$ cat src/rtl/btn_pkg.sv
// Shared types and constants for the multi-channel push-button handler.
package btn_pkg;

    typedef enum logic [1:0] {
        IDLE    = 2'd0,
        PRESSED = 2'd1,
        HELD    = 2'd2
    } btn_state_t;

    // main_state encoding in which button pulses are allowed out
    localparam logic [1:0] MAIN_DONE = 2'b10;

endpackage : btn_pkg

$ cat src/rtl/btn_channel.sv
// One button channel: 2-FF synchroniser, counter debounce and press/long/repeat FSM.
module btn_channel
    import btn_pkg::*;
#(
    parameter int unsigned DEBOUNCE_PERIOD = 250000,
    parameter int unsigned LONG_PRESS      = 12500000,
    parameter int unsigned REPEAT_PERIOD   = 2500000,
    parameter int unsigned CNT_W           = 24,
    parameter bit          ACTIVE_LOW      = 1'b0
) (
    input  logic clk,
    input  logic reset,
    input  logic btn_raw,
    input  logic pulse_en,
    output logic level,
    output logic press_pulse,
    output logic release_pulse,
    output logic long_pulse,
    output logic repeat_pulse
);

    localparam logic [CNT_W-1:0] DEB_MAX   = CNT_W'(DEBOUNCE_PERIOD);
    localparam logic [CNT_W-1:0] LONG_LAST = CNT_W'(LONG_PRESS - 1);
    localparam logic [CNT_W-1:0] REP_LAST  = CNT_W'(REPEAT_PERIOD - 1);

    logic             s1;
    logic             s2;
    logic             candidate;
    logic             stable;
    logic [CNT_W-1:0] dcnt;
    logic [CNT_W-1:0] hcnt;
    logic [CNT_W-1:0] rcnt;
    btn_state_t       state;

    // Polarity normalisation and metastability filter
    always_ff @(posedge clk or posedge reset) begin
        if (reset) begin
            s1 <= 1'b0;
            s2 <= 1'b0;
        end else begin
            s1 <= btn_raw ^ ACTIVE_LOW;
            s2 <= s1;
        end
    end

    // A level is accepted only after it has been seen unchanged DEBOUNCE_PERIOD+1 times
    always_ff @(posedge clk or posedge reset) begin
        if (reset) begin
            candidate <= 1'b0;
            dcnt      <= '0;
            stable    <= 1'b0;
        end else if (s2 != candidate) begin
            candidate <= s2;
            dcnt      <= '0;
        end else if (dcnt < DEB_MAX) begin
            dcnt <= dcnt + CNT_W'(1);
        end else begin
            stable <= candidate;
        end
    end

    assign level = stable;

    // Press / long-press / auto-repeat FSM; release beats any coincident threshold
    always_ff @(posedge clk or posedge reset) begin
        if (reset) begin
            state         <= IDLE;
            hcnt          <= '0;
            rcnt          <= '0;
            press_pulse   <= 1'b0;
            release_pulse <= 1'b0;
            long_pulse    <= 1'b0;
            repeat_pulse  <= 1'b0;
        end else begin
            press_pulse   <= 1'b0;
            release_pulse <= 1'b0;
            long_pulse    <= 1'b0;
            repeat_pulse  <= 1'b0;
            case (state)
                IDLE: begin
                    if (stable) begin
                        state       <= PRESSED;
                        hcnt        <= '0;
                        press_pulse <= pulse_en;
                    end
                end
                PRESSED: begin
                    if (!stable) begin
                        state         <= IDLE;
                        release_pulse <= pulse_en;
                    end else if (hcnt == LONG_LAST) begin
                        state      <= HELD;
                        rcnt       <= '0;
                        long_pulse <= pulse_en;
                    end else begin
                        hcnt <= hcnt + CNT_W'(1);
                    end
                end
                HELD: begin
                    if (!stable) begin
                        state         <= IDLE;
                        release_pulse <= pulse_en;
                    end else if (REPEAT_PERIOD != 0) begin
                        if (rcnt == REP_LAST) begin
                            rcnt         <= '0;
                            repeat_pulse <= pulse_en;
                        end else begin
                            rcnt <= rcnt + CNT_W'(1);
                        end
                    end
                end
                default: state <= IDLE;
            endcase
        end
    end

endmodule : btn_channel

$ cat src/rtl/multi_button_handler.sv
// N-channel debounced button handler with state-gated press/release/long/repeat pulses.
module multi_button_handler
    import btn_pkg::*;
#(
    parameter int unsigned         N_BTN           = 4,
    parameter int unsigned         DEBOUNCE_PERIOD = 250000,
    parameter int unsigned         LONG_PRESS      = 12500000,
    parameter int unsigned         REPEAT_PERIOD   = 2500000,
    parameter int unsigned         CNT_W           = 24,
    parameter int unsigned         STATE_W         = 2,
    parameter logic [STATE_W-1:0]  ENABLE_STATE    = STATE_W'(MAIN_DONE),
    parameter bit                  GATE_EN         = 1'b1,
    parameter bit                  ACTIVE_LOW      = 1'b0
) (
    input  logic               clk,
    input  logic               reset,
    input  logic [N_BTN-1:0]   btn_in,
    input  logic [STATE_W-1:0] main_state,
    output logic [N_BTN-1:0]   btn_level,
    output logic [N_BTN-1:0]   press_pulse,
    output logic [N_BTN-1:0]   release_pulse,
    output logic [N_BTN-1:0]   long_pulse,
    output logic [N_BTN-1:0]   repeat_pulse,
    output logic               any_pressed
);

    // Gating is folded into each channel's pulse registers so outputs stay flopped
    logic pulse_en;
    assign pulse_en = !GATE_EN || (main_state == ENABLE_STATE);

    for (genvar i = 0; i < N_BTN; i++) begin : g_ch
        btn_channel #(
            .DEBOUNCE_PERIOD (DEBOUNCE_PERIOD),
            .LONG_PRESS      (LONG_PRESS),
            .REPEAT_PERIOD   (REPEAT_PERIOD),
            .CNT_W           (CNT_W),
            .ACTIVE_LOW      (ACTIVE_LOW)
        ) u_ch (
            .clk           (clk),
            .reset         (reset),
            .btn_raw       (btn_in[i]),
            .pulse_en      (pulse_en),
            .level         (btn_level[i]),
            .press_pulse   (press_pulse[i]),
            .release_pulse (release_pulse[i]),
            .long_pulse    (long_pulse[i]),
            .repeat_pulse  (repeat_pulse[i])
        );
    end

    assign any_pressed = |btn_level;

endmodule : multi_button_handler

$ cat config.mk
export PLATFORM = sky130hd
export DESIGN_NAME = multi_button_handler
export DESIGN_NICKNAME = d
export VERILOG_FILES = /design/src/rtl/btn_pkg.sv /design/src/rtl/btn_channel.sv /design/src/rtl/multi_button_handler.sv
export SDC_FILE = /design/constraint.sdc
export NUM_CORES = 1
export LEC_CHECK = 0
export ABC_AREA = 0
export ABC_CLOCK_PERIOD_IN_PS = 13300
export CORE_ASPECT_RATIO = 0.7
export CORE_UTILIZATION = 30
export CTS_CLUSTER_SIZE = 20
export DETAILED_ROUTE_END_ITERATION = 10
export PLACE_DENSITY = 0.43
export SLEW_MARGIN = 25
export SYNTH_ARGS = -nofsm -noshare
export SYNTH_HDL_FRONTEND = slang
export SYNTH_SLANG_ARGS = --single-unit
export TNS_END_PERCENT = 20
$ cat constraint.sdc
create_clock -name clk -period 13.3 [get_ports clk]
set_input_delay 3.99 -clock clk [delete_from_list [all_inputs] [get_ports clk]]
set_output_delay 3.99 -clock clk [all_outputs]
set_load 0.02 [all_outputs]
==> reports/qor.yml <==
critPathKind: "reg2out"
worst_slack_ps: 6820
antenna_found_initial: 0
multiInputGateArea_mm2: 0.00886
cts_root_buf: "clkbuf_16"
regArea_mm2: 0.00821
async_reset_ff_share_pct: 100
post_cts_resized: 0
dp_slack_ps: 7040
die_h_um: 206
slew_headroom_pct: 33.4
grt_max_degree: 126
clock_path_buffers: 3
setup_viol: 0
firstDrtPassIters: 6
synth-seq-area-share_pct: 46.2
hold_class: "reg2reg"
ff2ff_path_depth: 7
gr-total-overflow: 0
critPathTopFamily: "simple AND/OR/NAND/NOR gates"
synth_area_leaders: "dfrtp_1, a21oi_1, nand2_1"
antenna-diode-count: 0
area_growth_pct: 12.9
design.portCount: 29
cp_slowest_cell: "or4_1"
max-cap-violations: 0
fillers: 5929
ys_ff_latch: 328
r2r_setup_slack_ps: 10160
cts_buffers: 39
hp-start: "g_ch[1].u_ch.s1$_DFF_PP0_"
synth_edf_count: 0
synth_top_family_by_area: "simple AND/OR/NAND/NOR gates"
synth-compound-area-share_pct: 15.0
cpPeakStageDelay_ps: 710
r2r-end: "g_ch[0].u_ch.rcnt[17]$_DFFE_PP0P_"
min_path_cells: 0
die_area_mm2: 0.0602
yosys.area_share.xor_xnor_pct: 3.40
hpwl_mm: 29.6
synth-adder-area-share_pct: 1.69
ir_drop_v: 0.0000547
initial_core_util_pct: 30.4
yosysMostFrequentCell: "dfrtp_1"
rsz0062_at_grt: "no"
fin_skew_ps: 15.1
critPathRequiredTime_ps: 9310
synth_nets: 2001
finalCritPeriodShare_pct: 48.7
yosys.area_share.simple_pct: 28.2
port_buffers: 28
vias: 14876
yosysWarnings: 0
die_x_um: 293
synthFlopType: "dfrtp_1"
worst_hold_path.endpoint: "g_ch[1].u_ch.s2$_DFF_PP0_"
max_freq_mhz: 154
path_cells: "or4_1, clkdlybuf4s50_1"
yosys.area.top_type_share_pct: 46.2
worst-path-buf-inv: 1
status: "finished clean"
hold_violations: 0
slew_viol_final: 0
drt_iter0_markers: 973
crit_path_max_fanout: 19
power_leakage_nw: 7.86
cts_hold_buffers: 0
dp_cells: 2708
clkSinkCount: 328
startpoint_type: "flop"
post_cts_buffers: 0
rows: 74
fin_setup_tns_ps: 0
synth_commonest_cells: "dfrtp_1, nand2_1, a21oi_1"
clk_pin_slew_ps: 70
routabilityCongestion: 0.802
r2r_start: "g_ch[0].u_ch.hcnt[0]$_DFFE_PP0P_"
netlist_area_mm2: 0.0178
grt_pass1_wl_mm: 76.1
ant_nets: 0
crit_arrival_ps: 2490
stdcell_count: 2776
yosysTopAreaCell: "dfrtp_1"
viasPerCell: 5.36
cts_tree: "done"
grtUsageTotal_pct: 15.3
drc: 0
worst_setup_path_end_kind: "primary output"
layout-drive-gt1-share_pct: 5.92
synthCells: 1969
ys_types: 70
nets: 1984
clock_latency_ps: 560
worstMarginPinSlew_ps: 995
postSynthAreaPerCell_um2: 9.03
ctsHtreeMaxLevel: 2
core_mm2: 0.0584
power_density_mw_per_mm2: 106
wl_per_cell_um: 16.3
drt-total-wl_mm: 45.1
grt_pass1_vias: 14236
muxShareOfSynthArea_pct: 1.20
period_needed_ps: 6480
-- layout by cell type, fill, tap and decap left out, types with 37 or more instances in the layout --
master,synthesis,layout
a21oi_1,153,152
and2_1,41,41
and3_1,37,37
clkbuf_16,0,41
dfrtp_1,328,328
inv_1,69,68
nand2_1,174,174
nand3_1,127,127
nand4_1,86,86
nor2_1,147,145
nor4_1,54,52
o21ai_0,92,91
o31ai_1,69,69
or3_1,43,43
or4_1,84,84
xnor2_1,46,46
-- logic make-up after synthesis --
group           count (synthesis)
xor+xnor                       69
flops                         328
compound gates                431
simple gates                  915
fa+ha+maj                      24
buf+inv                       181
mux                            21
-- state kept, by name, indices dropped and copies added (netlist names) --
| signal | flops |
|---|---|
| g_ch.u_ch.level | 4 |
| g_ch.u_ch.s2 | 4 |
| g_ch.u_ch.s1 | 4 |
| g_ch.u_ch.candidate | 4 |
| g_ch.u_ch.state | 8 |
| g_ch.u_ch.long_pulse | 4 |
| g_ch.u_ch.repeat_pulse | 4 |
| g_ch.u_ch.press_pulse | 4 |
| g_ch.u_ch.release_pulse | 4 |
| g_ch.u_ch.dcnt | 96 |
| g_ch.u_ch.rcnt | 96 |
| g_ch.u_ch.hcnt | 96 |
-- per-stage QoR --
stage,hold slack [ps],util [%],power [W],area [um2]
after global routing,374,34.3,0.00222,20100
after detailed placement,337,32.1,0.00109,18800
after CTS,358,34.2,0.00217,20000
after floorplan,331,-,0.00107,17800
final,348,34.3,0.00212,20100
after global placement,338,32.1,0.00109,18800
-- area by class of cell --
class / instances / area share (%)
Inverter: 69 / 1.33
Clock inverter: 8 / 0.356
Sequential cell: 328 / 40.9
Multi-Input combinational cell: 1460 / 44.2
Clock buffer: 59 / 5.75
Timing Repair Buffer: 54 / 2.51
Tap cell: 798 / 4.98
-- layer usage --
metal,share of wire [%],wire length (um),up-vias,global-route usage (%)
met1,53,24100,7322,23.3
met4,2.0,900,0,4.32
met5,0,0,-,0
met2,41,18500,194,22.0
li1,-,-,7303,-
met3,3.6,1610,57,2.52
-- how the worst max path moves through the flow --
stage,startpoint,slack (ps),to,cells after the start
finish,g_ch[2].u_ch.level$_DFFE_PP0P_,6820,any_pressed,2
global route,g_ch[2].u_ch.level$_DFFE_PP0P_,6680,any_pressed,2
CTS,g_ch[2].u_ch.level$_DFFE_PP0P_,6750,any_pressed,2
detailed placement,reset,7040,g_ch[1].u_ch.press_pulse$_DFF_PP0_,3
global placement,reset,6990,g_ch[1].u_ch.press_pulse$_DFF_PP0_,3
floorplan,reset,230,g_ch[0].u_ch.candidate$_DFFE_PP0N_,1
-- power by group --
| part | internal (W) | switching (W) | total (W) |
|---|---|---|---|
| Sequential | 0.00101 | 0.00000841 | 0.00101 |
| Clock | 0.000616 | 0.000435 | 0.00105 |
| Combinational | 0.0000141 | 0.0000409 | 0.0000550 |
No activity file was read; power rests on OpenSTA's default activity.
